==> src/rtl/loader_pkg.sv <==
// Shared types and sizing helpers for the instruction loader.
package loader_pkg;

   typedef enum logic [2:0] {
      StIdle,
      StData,
      StCheck,
      StDone,
      StError
   } state_e;

   localparam int unsigned BYTES_PER_WORD = 4;
   localparam int unsigned BYTE_IDX_W     = 2;

   function automatic int unsigned bytes_per_word(input int unsigned data_w);
      return data_w / 8;
   endfunction

   function automatic int unsigned byte_idx_width(input int unsigned data_w);
      return (data_w / 8 > 1) ? $clog2(data_w / 8) : 1;
   endfunction

endpackage

==> src/rtl/instruction_loader_packer.sv <==
// Packs an MSB-first byte stream into words and keeps a running XOR of the bytes.
module instruction_loader_packer
   import loader_pkg::*;
#(
   parameter int unsigned DATA_W = 32
) (
   input  logic              clk_i,
   input  logic              rst_i,
   input  logic              clear_i,
   input  logic              shift_i,
   input  logic [7:0]        byte_i,
   output logic [DATA_W-1:0] word_o,
   output logic              word_ready_o,
   output logic [7:0]        xor_o
);

   localparam int unsigned Bpw  = bytes_per_word(DATA_W);
   localparam int unsigned IdxW = byte_idx_width(DATA_W);

   logic [DATA_W-1:0] shift_q;
   logic [IdxW-1:0]   idx_q;
   logic [7:0]        xor_q;
   logic              last_byte;

   // word_o is the word as it stands once the current byte is shifted in.
   assign last_byte    = (idx_q == IdxW'(Bpw - 1));
   assign word_o       = (shift_q << 8) | DATA_W'(byte_i);
   assign word_ready_o = shift_i && last_byte;
   assign xor_o        = xor_q;

   always_ff @(posedge clk_i or posedge rst_i) begin
      if (rst_i) begin
         shift_q <= '0;
         idx_q   <= '0;
         xor_q   <= '0;
      end else if (clear_i) begin
         shift_q <= '0;
         idx_q   <= '0;
         xor_q   <= '0;
      end else if (shift_i) begin
         shift_q <= word_o;
         xor_q   <= xor_q ^ byte_i;
         idx_q   <= last_byte ? '0 : idx_q + IdxW'(1);
      end
   end

endmodule

==> src/rtl/instruction_loader.sv <==
// Loads a counted, checksummed byte frame into instruction memory and releases the CPU.
module instruction_loader
   import loader_pkg::*;
#(
   parameter int unsigned ADDR_W    = 8,
   parameter int unsigned DATA_W    = 32,
   parameter int unsigned BASE_ADDR = 0
) (
   input  logic              clk_i,
   input  logic              rst_i,
   input  logic              byte_valid_i,
   input  logic [7:0]        byte_data_i,
   input  logic              restart_i,
   output logic              mem_we_o,
   output logic [ADDR_W-1:0] mem_addr_o,
   output logic [DATA_W-1:0] mem_wdata_o,
   output logic              cpu_hold_o,
   output logic              load_done_o,
   output logic              load_error_o,
   output logic [ADDR_W:0]   words_loaded_o
);

   state_e            state_q;
   logic              mem_we_q;
   logic [ADDR_W-1:0] mem_addr_q;
   logic [DATA_W-1:0] mem_wdata_q;
   logic              cpu_hold_q;
   logic              load_done_q;
   logic              load_error_q;
   logic [ADDR_W:0]   words_q;
   logic [7:0]        count_q;

   logic              count_bad;
   logic              last_pulse;
   logic              chk_in_data;
   logic              shift;
   logic              clear;
   logic              word_ready;
   logic [DATA_W-1:0] word;
   logic [7:0]        xor_val;

   assign count_bad = (byte_data_i == 8'd0) ||
                      ((64'(BASE_ADDR) + 64'(byte_data_i)) > (64'd1 << ADDR_W));
   // The final word's write pulse is on; a byte now is already the checksum.
   assign last_pulse  = mem_we_q && ((32'(words_q) + 32'd1) == 32'(count_q));
   assign chk_in_data = (state_q == StData) && last_pulse && byte_valid_i;
   assign shift       = !restart_i && (state_q == StData) && byte_valid_i && !last_pulse;
   assign clear       = restart_i || (state_q == StIdle);

   instruction_loader_packer #(
      .DATA_W(DATA_W)
   ) u_packer (
      .clk_i       (clk_i),
      .rst_i       (rst_i),
      .clear_i     (clear),
      .shift_i     (shift),
      .byte_i      (byte_data_i),
      .word_o      (word),
      .word_ready_o(word_ready),
      .xor_o       (xor_val)
   );

   always_ff @(posedge clk_i or posedge rst_i) begin
      if (rst_i) begin
         state_q      <= StIdle;
         mem_we_q     <= 1'b0;
         mem_addr_q   <= ADDR_W'(BASE_ADDR);
         mem_wdata_q  <= '0;
         cpu_hold_q   <= 1'b1;
         load_done_q  <= 1'b0;
         load_error_q <= 1'b0;
         words_q      <= '0;
         count_q      <= '0;
      end else if (restart_i) begin
         state_q      <= StIdle;
         mem_we_q     <= 1'b0;
         mem_addr_q   <= ADDR_W'(BASE_ADDR);
         cpu_hold_q   <= 1'b1;
         load_done_q  <= 1'b0;
         load_error_q <= 1'b0;
         words_q      <= '0;
         count_q      <= '0;
      end else begin
         mem_we_q <= word_ready;
         if (word_ready) mem_wdata_q <= word;
         if (mem_we_q) begin
            mem_addr_q <= mem_addr_q + ADDR_W'(1);
            words_q    <= words_q + (ADDR_W + 1)'(1);
         end
         unique case (state_q)
            StIdle: begin
               if (byte_valid_i) begin
                  count_q <= byte_data_i;
                  if (count_bad) begin
                     state_q      <= StError;
                     load_error_q <= 1'b1;
                  end else begin
                     state_q <= StData;
                  end
               end
            end
            StData, StCheck: begin
               if (chk_in_data || (state_q == StCheck && byte_valid_i)) begin
                  if (byte_data_i == xor_val) begin
                     state_q     <= StDone;
                     load_done_q <= 1'b1;
                     cpu_hold_q  <= 1'b0;
                  end else begin
                     state_q      <= StError;
                     load_error_q <= 1'b1;
                  end
               end else if (state_q == StData && last_pulse) begin
                  state_q <= StCheck;
               end
            end
            default: ;
         endcase
      end
   end

   assign mem_we_o       = mem_we_q;
   assign mem_addr_o     = mem_addr_q;
   assign mem_wdata_o    = mem_wdata_q;
   assign cpu_hold_o     = cpu_hold_q;
   assign load_done_o    = load_done_q;
   assign load_error_o   = load_error_q;
   assign words_loaded_o = words_q;

endmodule

==> config.mk <==
export PLATFORM = sky130hd
export DESIGN_NAME = instruction_loader
export DESIGN_NICKNAME = d
export VERILOG_FILES = /design/src/rtl/loader_pkg.sv /design/src/rtl/instruction_loader_packer.sv /design/src/rtl/instruction_loader.sv
export SDC_FILE = /design/constraint.sdc
export NUM_CORES = 1
export LEC_CHECK = 0
export ABC_AREA = 0
export ABC_CLOCK_PERIOD_IN_PS = 6400
export CAP_MARGIN = 20
export CORE_MARGIN = 3
export CORE_UTILIZATION = 35
export CTS_BUF_LIST = sky130_fd_sc_hd__clkbuf_4
export DETAILED_ROUTE_END_ITERATION = 10
export SLEW_MARGIN = 5
export SYNTH_ARGS = -nofsm -noshare
export SYNTH_HDL_FRONTEND = slang
export SYNTH_SLANG_ARGS = --single-unit
==> constraint.sdc <==
create_clock -name clk_i -period 6.4 [get_ports clk_i]
set_clock_uncertainty 0.05 [all_clocks]
set_input_delay 0.64 -clock clk_i [delete_from_list [all_inputs] [get_ports clk_i]]
set_output_delay 0.64 -clock clk_i [all_outputs]
set_load 0.02 [all_outputs]
==> impl_results.md, run 1 <==
* Type of origin of the critical path: flop
* Dpl cells at 602
* Period minus WS final at ~3.4 ns
* Pre-antenna DRT Iters at 4
* Synthesized flop and latch total at 98
* Share of power burned in registers at a little under three fifths
* Switching Share at 27.7%
* Worst-Skew Late Latency at 0.48 ns
* Layout area overhead at 21.0%
* Worst r2r dst: u_packer.xor_o[0]$_DFFE_PP0P_
* CP endpoint kind: flop
* Post-synth top flop: dfrtp_1
* RSZ-0062 raised after global routing: no
* Top-Level Pins at 65
* CTS Hold Bufs at 0
* Gr ovfl total at 0
* First-pass GRT wire length at ~17000 um
* Synth async-reset ratio at 100%
* # resized after CTS at 0
* Max Root-Sink Buffers at 2
* # setup viols final at 0
* Pwr Density at about 210 mW/mm^2
* Core area at between 0.01 and 0.015 sq mm
* CTS buffer count at 9
* DIE HEIGHT at 120 um
* Initial Util at a little over a third
* Kind of critical path: reg2reg
* Port bufs at 64
* CP Buf/Inv Count at 0
* Clk network pwr share at between 30% and 40%
* Syn. warnings at 0
* Full die area at 0.0144 sq mm
* Logic pwr share at ~11%
* Layout Cells excl Fill at slightly above 600
* Internal power at around 0.85 mW
* Slowest CP cell: o31a_1
* MaxCap Viol Count at 0
* Post-synthesis sequential area ratio at between 50 and 60%
* Total negative slack at 0 ns
* Initial antenna violation count at 0
* Vias at between 3000 and 4000
* Clock transition at path regs at 0.17 ns
* Vias in the first global route at between 3000 and 4000
* Post-route clock period utilization at a little over half
* WL final at 9990 um
* Final #Nets at 456
* Fin. max-slew vios at 0
* Synthesized area per cell at between 10 and 15 sq um
* Fraction of layout instances using a drive strength above 1 at between 10% and 20%
* Die width at between 100 and 150 um
* Netlist cell types at 51
* GP Congestion at 0.762
* CP peak stage delay at around 0.7 ns
* HP Class: in2async
* CP delay by family, top: compound AO/OA/AOI/OAI gates
* Worst-Margin Slew at approximately 1.1 ns
* # rows at 41
* CTS H-Tree Depth at 3
* Via density per instance at about 5.1
* Fin area at 0.00551 sq mm
* Data required, critical path at ~6.8 ns
* FF-to-FF Start: words_loaded_o[0]$_DFFE_PP0P_
* Synthesized Nets at 394
* Peak VDD IR at between 0.0001 and 0.00015 V
* Largest net degree at the start of global routing at 66
* Clk root buf: clkbuf_4
* Global-route usage over all layers at 14.6%
* CP arrival at about 3.8 ns
* CTS sink cnt at slightly below 100
* CTS tree: done
* Drt wl/cell at approximately 16 um
* DRC Markers at 0
* Post-Syn Area at 0.00456 sq mm
* Placed Area at 0.00534 sq mm
* F_max at between 200 and 300 MHz
* Final HPWL DP at about 6900 um
* Slew margin rel. at approximately 27%
* Antenna-violating nets left at 0
* Number of flops mapped to enable cells by yosys at 0
* Filler instances at 1216
* Post-CTS Setup Bufs at 0
* Reg2Reg Depth at 7
* P_leak at around 2.5 nW
* Initial DRC count at between 150 and 200
* Status: complete, no violations
* PnR Total Power at between 1 and 1.5 mW
* CP Cell Sequence: ha_1 -> xnor3_1 -> nand4_1 -> or3_4 -> a2111oi_4 -> o31a_1 -> a221o_1
* Reg2reg setup slack at 3.02 ns
* Antenna diodes at 0
* Syn Inst Count at roughly 380
* NetSw at approximately 0.33 mW
* CP max FO at 17
* Final count of hold timing violations at 0
==> metal layers <==
metal / up-vias / wire (um) / global-route usage (%)
li1: 1487 / - / -
met1: 1601 / 4620 / 18.9
met2: 61 / 4810 / 24.1
met3: 13 / 426 / 4.15
met4: 0 / 127 / 4.22
met5: - / 0 / 0
==> state kept, by name, summed over array words and instances, names as in the netlist <==
signal / count
u_packer.xor_o: 8
mem_addr_o: 8
load_done_o: 1
mem_wdata_o: 32
u_packer.idx_q: 2
count_q: 8
state_q: 3
load_error_o: 1
u_packer.shift_q: 24
words_loaded_o: 9
cpu_hold_o: 1
mem_we_o: 1
==> Yosys cell counts (2+ instances only) <==
library cell,instances,area share [%]
a2111o_1,2,0.49
a2111oi_0,2,0.38
a21oi_1,5,0.55
a221o_1,8,1.8
a22o_1,17,3.3
a311oi_1,2,0.38
and2_1,3,0.41
and3_1,4,0.55
buf_1,3,0.25
buf_2,4,0.44
buf_6,5,1.2
clkbuf_1,4,0.33
dfrtp_1,97,53
ha_1,3,0.82
inv_1,14,1.2
mux2_1,2,0.49
mux2_2,38,9.4
mux2i_1,12,2.6
nand2_1,22,1.8
nand3_1,5,0.55
nand4_1,6,0.82
nor2_1,22,1.8
nor2b_1,10,1.4
nor3_1,13,1.4
nor3b_1,3,0.49
nor4_1,5,0.69
nor4b_1,9,1.7
o21ai_0,5,0.55
o22ai_1,2,0.27
or2_2,2,0.27
or3_1,4,0.55
xnor2_1,7,1.3
xor2_1,21,4.0
==> final cells by class <==
cell class	count	area (sq um)	area share (%)
flip-flops and latches	98	2450	44.5
multi-input cells	250	1940	35.3
repair buffers	67	666	12.1
well taps	172	215	3.90
clock inverters	7	109	1.97
clock buffers	9	67.6	1.23
inverters	15	58.8	1.07
==> layout by cell type (no fill, tap or decap), types with 3 or more instances in the layout <==
master           count
clkbuf_4             9
xnor2_1              7
nor4b_1              9
nand4_1              6
inv_1               13
nor3b_1              3
or3_1                4
nor3_1              13
ha_1                 3
o21ai_0              5
xor2_1              21
mux2i_1             12
a22o_1              17
and2_1               3
mux2_2              38
nand3_1              5
and3_1               4
nand2_1             22
a21oi_1              5
nor2_1              22
nor2b_1             10
dfrtp_1             97
clkdlybuf4s50_1     64
nor4_1               5
a221o_1              8
==> worst max-delay path by stage <==
stage,startpoint,endpoint,slack [ns],cells past startpoint
2_1_floorplan,rst_i,count_q[0]$_DFFE_PP0P_,3.15,1
3_3_place_gp,restart_i,u_packer.shift_q[12]$_DFFE_PP0P_,2.69,6
3_5_place_dp,restart_i,u_packer.shift_q[14]$_DFFE_PP0P_,2.60,6
4_1_cts,words_loaded_o[0]$_DFFE_PP0P_,u_packer.xor_o[0]$_DFFE_PP0P_,3.04,7
5_1_grt,words_loaded_o[0]$_DFFE_PP0P_,u_packer.xor_o[5]$_DFFE_PP0P_,2.82,7
6_report,words_loaded_o[0]$_DFFE_PP0P_,u_packer.xor_o[0]$_DFFE_PP0P_,3.02,7
==> through the flow <==
step                      setup WS (ns)  hold slack, ns  utilization (%)
after floorplan                    3.15           0.425                -
after global placement             2.69           0.442             42.0
after detailed placement           2.60           0.443             42.1
after CTS                          3.04           0.461             43.5
after global routing               2.82           0.479             43.5
final                              3.02           0.465             43.5
==> cell families after synthesis <==
group,after synthesis,synth area share (%)
simple gates,114,13.7
compound gates,52,9.75
mux,52,12.5
xor+xnor,29,5.88
flops,98,53.8
buf+inv,31,3.49
fa+ha+maj,3,0.824
==> power by group through the flow <==
stage,Combinational [mW],Clock (mW),Sequential [mW]
after floorplan,0.0953,0,0.660
after global placement,0.123,0,0.667
after detailed placement,0.128,0,0.667
after CTS,0.128,0.409,0.656
after global routing,0.141,0.433,0.659
final,0.127,0.393,0.656
==> worst reg2reg max path: stages (launching register included) <==
cell	delay (ns)
dfrtp_1	0.48
ha_1	0.34
xnor3_1	0.26
nand4_1	0.10
or3_4	0.45
a2111oi_4	0.68
o31a_1	0.72
a221o_1	0.27
Note: power is estimated with default switching activity, not from simulation.
==> run 2, diff against run 1 <==
--- a/config.mk
+++ b/config.mk
@@ -6,7 +6,7 @@
 export NUM_CORES = 1
 export LEC_CHECK = 0
 export ABC_AREA = 0
-export ABC_CLOCK_PERIOD_IN_PS = 6400
+export ABC_CLOCK_PERIOD_IN_PS = 3100
 export CAP_MARGIN = 20
 export CORE_MARGIN = 3
 export CORE_UTILIZATION = 35
==> constraint.sdc (replaced) <==
create_clock -name clk_i -period 3.1 [get_ports clk_i]
set_clock_uncertainty 0.05 [all_clocks]
set_input_delay 0.31 -clock clk_i [delete_from_list [all_inputs] [get_ports clk_i]]
set_output_delay 0.31 -clock clk_i [all_outputs]
set_load 0.02 [all_outputs]
==> run 2 against run 1 <==
Clock power grew 69%. Final cell count grew 0.81%. Sequential cell count is the same. Combinational power grew 120%. Sequential power grew 110%. Critical path type unchanged.
==> impl_results.md, run 2 (synthesis gave the netlist of run 1 again) <==
* Status: complete, no violations
* Highest-count cells in the layout ignoring fill and taps: 97 x dfrtp_1, 64 x clkdlybuf4s50_1, 38 x mux2_2
* CP Buf/Inv Count at 2 (+2)
* CTS H-Tree Depth at 3 (unchanged)
* DRC Markers at 0 (unchanged)
* MaxCap Viol Count at 0 (unchanged)
* # rows at 41 (unchanged)
* Gr ovfl total at 0 (unchanged)
* Full die area at 0.0144 sq mm (unchanged)
* Layout Cells excl Fill at 623 (+0.81%)
* CP Depth at 9 (+2)
* Final #Nets at 463 (+1.5%)
* Vias in the first global route at 3209 (+1.0%)
* Layout area overhead at 21.5%
* Peak VDD IR at 0.000302 V (+140%)
* Fin. max-slew vios at 0 (unchanged)
* P_leak at 2.48 nW (+0.93%)
* Initial DRC count at 201 (+23%)
* Core area at 0.0127 sq mm (unchanged)
* Final HPWL DP at 6880 um (-0.75%)
* Period minus WS final at 2.94 ns (-0.446 ns)
* Antenna-violating nets left at 0 (unchanged)
* Clk root buf: clkbuf_4
* Commonest non-fill, non-tap cell in the layout: dfrtp_1
* Worst-Skew Late Latency at 0.47 ns (about the same)
* Antenna diodes at 0 (unchanged)
* CTS tree: done
* # resized after CTS at 0 (unchanged)
* FF-to-FF Start: words_loaded_o[0]$_DFFE_PP0P_
* Reg2Reg Depth at 9 (+2)
* Final count of hold timing violations at 0 (unchanged)
* CTS Hold Bufs at 0 (unchanged)
* WL final at 10100 um (+0.82%)
* Worst r2r dst: mem_wdata_o[25]$_DFFE_PP0P_
* CP max FO at 20 (+3)
* CP delay by family, top: simple AND/OR/NAND/NOR gates
* Post-route clock period utilization at 94.7% (+42 points)
* Post-CTS Setup Bufs at 0 (unchanged)
* Largest net degree at the start of global routing at 52 (-21%)
* Total negative slack at 0 ns (unchanged)
* Filler instances at 1218 (+0.16%)
* Max Root-Sink Buffers at 2 (unchanged)
* Pwr Density at 415 mW/mm^2 (+94%)
* CP peak stage delay at 0.49 ns (-0.22 ns)
* Dpl cells at 609 (+1.2%)
* RSZ-0062 raised after global routing: no
* Fraction of layout instances using a drive strength above 1 at 15.5% (+0.72 points)
* CP endpoint kind: flop
* First-pass GRT wire length at 16900 um (+1.4%)
* Slew margin rel. at 33.4% (+6.2 points)
* Initial antenna violation count at 0 (unchanged)
* Slowest CP cell: dfrtp_1
* Vias at 3194 (+1.0%)
* Data required, critical path at 3.41 ns (-3.36 ns)
* Area of the multi-input gates at 0.00194 sq mm (unchanged)
* DIE HEIGHT at 120 um (unchanged)
* GP Congestion at 0.809 (+6.2%)
* Seq. cell area at 0.00245 sq mm (unchanged)
* Initial Util at 36.0% (unchanged)
* F_max at 340 MHz (+15%)
* CTS buffer count at 9 (unchanged)
* Kind of critical path: reg2reg
* CTS sink cnt at 98 (unchanged)
* Drt wl/cell at 16.2 um (about the same)
* Pre-antenna DRT Iters at 4 (unchanged)
* CP arrival at 3.25 ns (-0.50 ns)
* Max FFs per register at 32 (unchanged)
* Die width at 120 um (unchanged)
* # setup viols final at 0 (unchanged)
* Clock transition at path regs at 0.16 ns (about the same)
* Port bufs at 64 (unchanged)
* Global-route usage over all layers at 14.9% (+0.22 points)
* Reg2reg setup slack at 0.16 ns (-2.85 ns)
* Worst-Margin Slew at 0.996 ns (-0.0872 ns)
* Top-Level Pins at 65 (unchanged)
* Type of origin of the critical path: flop
* CP Cell Sequence: ha_1 -> xnor3_1 -> nand4_1 -> or3_4 -> a2111o_1 -> nand3_2 -> buf_12 -> inv_2 -> mux2_2
* Via density per instance at 5.13 (+0.20%)
* HP Class: in2async
==> run 2: changes by cell type in the layout (fill, tap and decap cells not counted) <==
cell and delta:
buf_12 +2, clkinv_4 -1, inv_8 -2, clkdlybuf4s18_2 -1
clkinv_1 +1, clkinv_2 +1, bufinv_16 -1, buf_4 +6
==> run 2: how the worst max path moves through the flow <==
stage	slack (ns)	startpoint	to
floorplan	0.18	rst_i	count_q[0]$_DFFE_PP0P_
global placement	0.24	words_loaded_o[0]$_DFFE_PP0P_	mem_wdata_o[19]$_DFFE_PP0P_
detailed placement	0.16	words_loaded_o[0]$_DFFE_PP0P_	mem_wdata_o[24]$_DFFE_PP0P_
CTS	0.15	words_loaded_o[0]$_DFFE_PP0P_	mem_wdata_o[23]$_DFFE_PP0P_
global route	0.04	words_loaded_o[0]$_DFFE_PP0P_	mem_wdata_o[23]$_DFFE_PP0P_
finish	0.16	words_loaded_o[0]$_DFFE_PP0P_	mem_wdata_o[25]$_DFFE_PP0P_
==> run 2: routing by layer <==
metal | wire length, um | GRT usage (%)
met2 | 4740 | 23.2
met5 | 0 | 0
met3 | 476 | 3.82
met4 | 144 | 5.30
met1 | 4710 | 20.1
==> run 2: per-stage QoR <==
step	hold slack [ns]	total power [mW]	util, %	cell area (sq um)	setup slack [ns]
2_1_floorplan	0.393	1.56	-	4560	0.180
3_3_place_gp	0.433	1.66	42.7	5410	0.241
3_5_place_dp	0.436	1.66	42.7	5410	0.156
4_1_cts	0.227	2.33	43.7	5540	0.149
5_1_grt	0.260	2.42	43.7	5540	0.0441
6_report	0.215	2.30	43.7	5540	0.163
==> run 2: cell type report <==
class | count | share of cell area, %
Clock buffer | 9 | 1.22
Clock inverter | 5 | 1.02
Inverter | 15 | 1.06
Multi-Input combinational cell | 250 | 35.1
Sequential cell | 98 | 44.3
Tap cell | 172 | 3.89
Timing Repair Buffer | 74 | 13.4
==> run 2: power by group <==
group	total (mW)	leakage (nW)	switching (mW)	internal, mW
Sequential	1.35	1.36	0.0422	1.31
Clock	0.663	0.0697	0.425	0.238
Combinational	0.279	1.05	0.167	0.113
Total	2.30	2.48	0.633	1.66
==> run 3, diff against run 2 <==
--- a/config.mk
+++ b/config.mk
@@ -6,12 +6,14 @@
 export NUM_CORES = 1
 export LEC_CHECK = 0
 export ABC_AREA = 0
-export ABC_CLOCK_PERIOD_IN_PS = 3100
+export ABC_CLOCK_PERIOD_IN_PS = 3800
 export CAP_MARGIN = 20
 export CORE_MARGIN = 3
 export CORE_UTILIZATION = 35
 export CTS_BUF_LIST = sky130_fd_sc_hd__clkbuf_4
 export DETAILED_ROUTE_END_ITERATION = 10
+export RECOVER_POWER = 25
+export SETUP_SLACK_MARGIN = 0.4
 export SLEW_MARGIN = 5
 export SYNTH_ARGS = -nofsm -noshare
 export SYNTH_HDL_FRONTEND = slang
==> constraint.sdc (replaced) <==
create_clock -name clk_i -period 3.8 [get_ports clk_i]
set_clock_uncertainty 0.05 [all_clocks]
set_input_delay 0.38 -clock clk_i [delete_from_list [all_inputs] [get_ports clk_i]]
set_output_delay 0.38 -clock clk_i [all_outputs]
set_load 0.02 [all_outputs]
==> run 3 against run 2 <==
The run now ends with max-capacitance violations, max-slew violations left. Setup slack improved by 0.47 ns. Total power fell by 20%. Via count rose by 0.63%. Design area fell by 1.2%. First-iteration DRC count fell by 33%. Combinational power fell by 21%. Wire length fell by 0.56%.
==> impl_results.md, run 3 (synthesis gave the netlist of run 1 again) <==
* Status: finished with violations
* Failing checks: max-capacitance violations, max-slew violations
* Peak VDD IR at 0.000157 V (-48%)
* Pre-antenna DRT Iters at 4 (unchanged)
* Antenna-violating nets left at 0 (unchanged)
* CTS sink cnt at 98 (unchanged)
* Final HPWL DP at 6860 um (-0.40%)
* Data required, critical path at 4.11 ns (+0.70 ns)
* Vias in the first global route at 3266 (+1.8%)
* Clock transition at path regs at 0.16 ns (about the same)
* Drt wl/cell at 16.1 um (-0.40%)
* Gr ovfl total at 0 (unchanged)
* DIE HEIGHT at 120 um (unchanged)
* MaxCap Viol Count at 2 (+2)
* Max Root-Sink Buffers at 2 (unchanged)
* Logic pwr share at 12.0% (-0.2 points)
* Post-route clock period utilization at between 80% and 90%
* Global-route usage over all layers at 14.6% (-0.24 points)
* Worst-Skew Late Latency at 0.46 ns (about the same)
* Share of power burned in registers at 60.2% (+1.2 points)
* Worst-Margin Slew at 2.21 ns (+1.21 ns)
* Type of origin of the critical path: primary input
* CP Cell Sequence: dlygate4sd3_1 -> clkbuf_1 -> nor2_1 -> o31a_2 -> a221o_1
* CP arrival at 3.48 ns (+0.23 ns)
* Period minus WS final at approximately 3.2 ns
* Internal power at 1.29 mW (-22%)
* Initial antenna violation count at 0 (unchanged)
* Top-Level Pins at 65 (unchanged)
* DRC Markers at 0 (unchanged)
* Highest-count cells in the layout ignoring fill and taps: 97 x dfrtp_1, 62 x clkdlybuf4s50_1, 38 x mux2_2
* Layout area overhead at 20.0%
* # setup viols final at 0 (unchanged)
* WL final at 10000 um (-0.56%)
* Final count of hold timing violations at 0 (unchanged)
* Metal-1 WL at 4920 um (+4.5%)
* CP peak stage delay at 1.18 ns (+0.69 ns)
* P_leak at 2.43 nW (-1.9%)
* CP Buf/Inv Count at 2 (unchanged)
* GP Congestion at 0.807 (-0.26%)
* Max FFs per register at 32 (unchanged)
* CTS tree: done
* CP endpoint kind: flop
* Switching Share at 29.4% (+1.9 points)
* RSZ-0062 raised after global routing: no
* Met3 routed WL at 385 um (-19%)
* Clk root buf: clkbuf_4
* NetSw at 0.540 mW (-15%)
* Kind of critical path: in2reg
* Initial DRC count at 135 (-33%)
* Final #Nets at 460 (-0.65%)
* Initial Util at 36.0% (unchanged)
* CP max FO at 36 (+80%)
* Min Hold Slack at 0.478 ns (+0.263 ns)
* Largest net degree at the start of global routing at 52 (unchanged)
* # rows at 41 (unchanged)
* Antenna diodes at 0 (unchanged)
* Commonest non-fill, non-tap cell in the layout: dfrtp_1
* Fin. max-slew vios at 89 (+89)
* Port bufs at 64 (unchanged)
* F_max at approximately 320 MHz
* Total negative slack at 0 ns (unchanged)
* Vias at 3214 (+0.63%)
* Full die area at 0.0144 sq mm (unchanged)
* Met2 Wirelength at 4570 um (-3.7%)
* Core area at 0.0127 sq mm (unchanged)
* Slew margin rel. at -47.9% (-81 points)
* Clk network pwr share at 27.8% (-1.1 points)
* CP delay by family, top: buffers and inverters
* Die width at 120 um (unchanged)
* Top Metal Used: met4
* Slowest CP cell: clkbuf_1
* Pwr Density at 335 mW/mm^2 (-19%)
* Filler instances at 1243 (+2.1%)
* Fraction of layout instances using a drive strength above 1 at 14.9% (-0.63 points)
* CTS H-Tree Depth at 3 (unchanged)
* First-pass GRT wire length at 16900 um (+0.24%)
* CTS buffer count at 9 (unchanged)
* HP Class: reg2reg
* Via density per instance at 5.17 (+0.79%)
run 3: cell types whose count changed in the layout (fill, tap and decap cells not counted):
cell	before	now
buf_4	8	3
clkbuf_1	0	3
buf_12	2	0
clkdlybuf4s50_1	64	62
dlygate4sd3_1	0	2
bufinv_16	1	0
clkbuf_2	0	1
clkinv_4	1	2
clkinvlp_2	0	1
clkinvlp_4	0	1
inv_4	1	0
inv_6	1	2
o31a_1	1	0
o31a_2	0	1
run 3: per-layer routing:
layer | global-route usage [%] | vias up
li1 | - | 1505
met1 | 20.4 | 1627
met2 | 22.7 | 67
met3 | 3.35 | 15
met4 | 4.65 | 0
met5 | 0 | -
run 3: path summary, 6_finish.rpt:
| path | depth (start not counted) | end | slack [ns] | from |
|---|---|---|---|---|
| setup / recovery | 5 | u_packer.xor_o[0]$_DFFE_PP0P_ | 0.63 | restart_i |
| hold / removal | 1 | mem_wdata_o[26]$_DFFE_PP0P_ | 0.48 | mem_wdata_o[26]$_DFFE_PP0P_ |
| setup reg to reg | 7 | u_packer.xor_o[0]$_DFFE_PP0P_ | 0.66 | words_loaded_o[0]$_DFFE_PP0P_ |
| hold reg to reg | 1 | mem_wdata_o[26]$_DFFE_PP0P_ | 0.48 | mem_wdata_o[26]$_DFFE_PP0P_ |
| max in group asynchronous | 3 | u_packer.xor_o[2]$_DFFE_PP0P_ | 0.85 | rst_i |
| min in group asynchronous | 2 | load_error_o$_DFFE_PP0P_ | 0.89 | rst_i |
run 3: power groups by stage:
stage | combinational, mW | sequential [mW] | clock, mW
floorplan | 0.161 | 1.11 | 0
detailed placement | 0.222 | 1.12 | 0
finish | 0.220 | 1.10 | 0.509
CTS | 0.224 | 1.10 | 0.538
global route | 0.243 | 1.11 | 0.575
global placement | 0.217 | 1.12 | 0
run 3: layout make-up:
| class | count | area, sq um | area share [%] |
|---|---|---|---|
| Clock buffer | 9 | 67.6 | 1.24 |
| Clock inverter | 7 | 51.3 | 0.938 |
| Inverter | 15 | 57.6 | 1.05 |
| Multi-Input combinational cell | 250 | 1950 | 35.6 |
| Sequential cell | 98 | 2450 | 44.9 |
| Tap cell | 172 | 215 | 3.93 |
| Timing Repair Buffer | 71 | 679 | 12.4 |
run 3: what timing repair did:
action,4_1_cts,5_1_grt
hold endpoints to repair,0,0
setup endpoints to repair,0,15
resized for setup,0,1
hold buffers,0,0
setup buffers,0,0
run 3: through the flow:
stage / cells / utilization [%] / area [sq um] / setup WS [ns] / power, mW
2_1_floorplan: 379 / - / 4560 / 0.810 / 1.27
3_3_place_gp: 605 / 42.3 / 5360 / 0.664 / 1.34
3_5_place_dp: 605 / 42.3 / 5360 / 0.531 / 1.35
4_1_cts: 621 / 43.2 / 5480 / 0.503 / 1.87
5_1_grt: 622 / 43.2 / 5470 / 0.316 / 1.93
6_report: 622 / 43.2 / 5470 / 0.629 / 1.83
==> patch 1 (settings of run 3) <==
Encoding of `state_e`: now one-hot (5 bits for 5 states).
--- a/src/rtl/loader_pkg.sv
+++ b/src/rtl/loader_pkg.sv
@@ -1,12 +1,12 @@
 // Shared types and sizing helpers for the instruction loader.
 package loader_pkg;
 
-   typedef enum logic [2:0] {
-      StIdle,
-      StData,
-      StCheck,
-      StDone,
-      StError
+   typedef enum logic [4:0] {
+      StIdle  = 5'b00001,
+      StData  = 5'b00010,
+      StCheck = 5'b00100,
+      StDone  = 5'b01000,
+      StError = 5'b10000
    } state_e;
 
    localparam int unsigned BYTES_PER_WORD = 4;
Function: no difference found for any inputs over 10 cycles, from zero or initial values and one cycle with rst_i high; not proved beyond that.
==> patch 1 against run 3 <==
- the flow still finishes with violations (capacitance limit, slew limit)
- sequential cell count grew 2
- total power shrank 5.6%
- final area grew 2.2%
- via count grew 5.7%
- global-route usage grew 0.45 points
- wire length grew 3.7%
- synthesized area grew 2.3%
- setup slack gained 0.19 ns
==> patch 1: results <==
[detailed_routing]
num_vias = 3397
drtIter0Drc = 195
wl_per_cell_um = 15.86

[placed_design]
pre_cts_ws_ns = 0.8039
dpl_cell_area_sq_um = 5475
gp_congestion = 0.7954
dpl.hpwl_mm = 7.168

[sta]
fin_crit_sh_pct = 78.31
finalMaxSlewViolations = 67
relSlewSlack_pct = -62.89

[synth]
synthTopCellsByArea = "dfrtp_1, mux2_1, xor2_1"
synth.net_count = 432
ys_seq_area_share_pct = 53.74
synth_cell_types = 53
ys_top_cells_by_count = "dfrtp_1, nand2_1, nand3_1"

[hold_path]
hold_depth = 1

[job]
maxCapViolations = 1

[layout]
multi_input_area_sq_um = 2027
final_net_count = 493
drive_gt1_share_pct = 11.18
nFillCells = 1253

[pwr]
vdd_drop_max_mv = 0.1959

[status]
violations = "capacitance limit, slew limit"
outcome = "complete, but fails checks"

[critical_path]
crit_arrival_ns = 3.28
regToRegSetupSlack_ns = 0.82

[global_route]
grt_pass1_wl_mm = 17.73
grt_use_total_pct = 15.08
grt_max_degree = 67

[cts]
clock_latency_ns = 0.45
[patch 1: changes by cell type in the layout (fill, tap and decap cells not counted), sizes merged, moves of 9 or more]
cell and change:
mux2i -9, a22o -9, o21ai +23, nand2b +17
nand2 +14, nor4b -9, nand3 +25, inv -9
[patch 1: critical path, cell delays in order (launching register included)]
cell and delay (ns):
dfrtp_1 0.49, ha_1 0.34, and3b_1 0.20, o22ai_1 0.12, a2111oi_4 0.46, o2111ai_4 0.15, buf_4 0.26, nand3_4 0.34
inv_4 0.15, mux2_4 0.32
[patch 1: area by class of cell]
type / count / area share, %
well taps: 172 / 3.848
flip-flops and latches: 100 / 44.79
clock buffers: 11 / 1.477
clock inverters: 5 / 0.6711
inverters: 6 / 0.4474
multi-input cells: 289 / 36.24
repair buffers: 72 / 12.53
[patch 1: per-stage QoR]
| stage | cells | hold slack (ns) |
|---|---|---|
| floorplan | 417 | 0.4080 |
| global placement | 639 | 0.4282 |
| detailed placement | 639 | 0.4278 |
| CTS | 655 | 0.3968 |
| global route | 655 | 0.4710 |
| finish | 655 | 0.4622 |
[patch 1: cells by family after synthesis]
logic type	synth area share, %
muxes	9.020
DFF	53.74
AOI/OAI and AO/OA	12.43
buffers and inverters	2.872
and+or+nand+nor	16.43
adders and majority gates	0.8055
xor gates and xnor gates	4.698
[patch 1: power breakdown]
part | internal, mW | switching (mW) | total (mW)
combinational | 0.0474 | 0.0871 | 0.134
clock | 0.152 | 0.352 | 0.504
sequential | 1.08 | 0.0132 | 1.09
[patch 1: path summary, 6_finish.rpt]
check	startpoint	end
min in group asynchronous	rst_i	words_loaded_o[1]
setup / recovery	words_loaded_o[0]	mem_wdata_o[27]
max in group asynchronous	rst_i	mem_addr_o[6]
hold / removal	mem_wdata_o[9]	mem_wdata_o[9]
hold reg to reg	mem_wdata_o[9]	mem_wdata_o[9]
setup reg to reg	words_loaded_o[0]	mem_wdata_o[27]
[patch 1: routing by layer]
layer / up-vias / track usage (%) / share of wire (%)
met1: 1694 / 21.02 / 47
met4: 0 / 3.852 / 1.2
met5: - / 0 / 0
met3: 10 / 3.310 / 4.4
li1: 1616 / - / -
met2: 77 / 23.94 / 47
==> patch 2 (settings of run 3) <==
Without the edit above. Change the parameter `ADDR_W` from 8 to 7.
--- a/src/rtl/instruction_loader.sv
+++ b/src/rtl/instruction_loader.sv
@@ -2,7 +2,7 @@
 module instruction_loader
    import loader_pkg::*;
 #(
-   parameter int unsigned ADDR_W    = 8,
+   parameter int unsigned ADDR_W    = 7,
    parameter int unsigned DATA_W    = 32,
    parameter int unsigned BASE_ADDR = 0
 ) (
Interface: changed (resized mem_addr_o and words_loaded_o); port bits go from 65 to 63. The function was not compared with the original's and may differ.
==> patch 2 against run 3 <==
- the run still ends with capacitance limit, slew limit left
- final area up 3.2%
- sequential cell count down 2
- synthesized area up 3.4%
- utilization up 0.69 points
- wire length up 5.5%
- setup slack better by 0.11 ns
- total power up 7.4%
- fmax up 3.5%
- synthesized cell count up 10%
- combinational power up 47%
- critical path type unchanged
- critical endpoint is now u_packer.xor_o[7]
- largest power group unchanged
- highest routed layer unchanged
==> patch 2: results <==
[status]
outcome = "complete, but fails checks"
violations = "capacitance limit, slew limit"

[synth]
synth_compound_area_share_pct = 12.54
synth.net_count = 433
ys_top_cells_by_count = "dfrtp_1, nand2_1, mux2_4"
synthTopCellsByArea = "dfrtp_1, mux2_4, nand2_1"
synth_cell_types = 55
yosys.area_share.xor_xnor_pct = 5.551
ys_seq_area_share_pct = 51.02
synthAdderAreaFrac_pct = 0.7968
synth_top_family_by_area = "multiplexers"

[global_route]
grt_max_degree = 50

[critical_path]
regToRegSetupSlack_ns = 0.85
critPathMaxStageDelay_ns = 1.23
worstRegToRegCells = 8
crit_arrival_ns = 3.32

[layout]
multi_input_area_share_pct = 36.97
numSequentialCells = 96
antenna_cells = 1
seqCellArea_sq_um = 2404
post-route-util_pct = 43.86
nFillCells = 1209
final_net_count = 491
buf_share_pct = 12.74

[sta]
relSlewSlack_pct = -42.03
worst_hold_slack_ns = 0.4590
finalMaxSlewViolations = 88

[hold_path]
min_delay_worst_endpoint = "mem_wdata_o[15]"
hp-start = "mem_wdata_o[15]"

[pwr]
p_clk_share_pct = 28.4
sw_frac_of_total_pct = 30.01

[job]
maxCapViolations = 2

[placed_design]
pre_cts_ws_ns = 0.8242
dpl.hpwl_mm = 7.361

[detailed_routing]
drtIter0Drc = 252
finalWirelength_mm = 10.57
patch 2: cell count changes after synthesis, moves of 8 or more:
cell       delta
mux2_2       -38
mux2_4       +29
nand2_1      +24
a22o_1       -14
a21oi_1      +11
o211ai_1     +10
clkbuf_1      +9
nand2b_1      +9
nor2b_1       -9
nor4b_1       -9
o2111ai_1     +9
o21ai_1       +9
mux2_1        +8
o221ai_1      +8
patch 2: critical path, delay by kind of cell:
| family | cells | cell delay [ns] |
|---|---|---|
| buffers and inverters | 2 | 1.79 |
| AO/OA/AOI/OAI | 2 | 0.92 |
| AND/OR/NAND/NOR | 1 | 0.20 |
patch 2: routing by layer:
| layer | vias to the layer above | global-route usage [%] | part of all wire (%) |
|---|---|---|---|
| li1 | 1602 | - | - |
| met1 | 1650 | 20.85 | 47 |
| met2 | 98 | 23.86 | 47 |
| met3 | 13 | 3.250 | 4.4 |
| met4 | 0 | 4.412 | 1.4 |
| met5 | - | 0 | 0 |
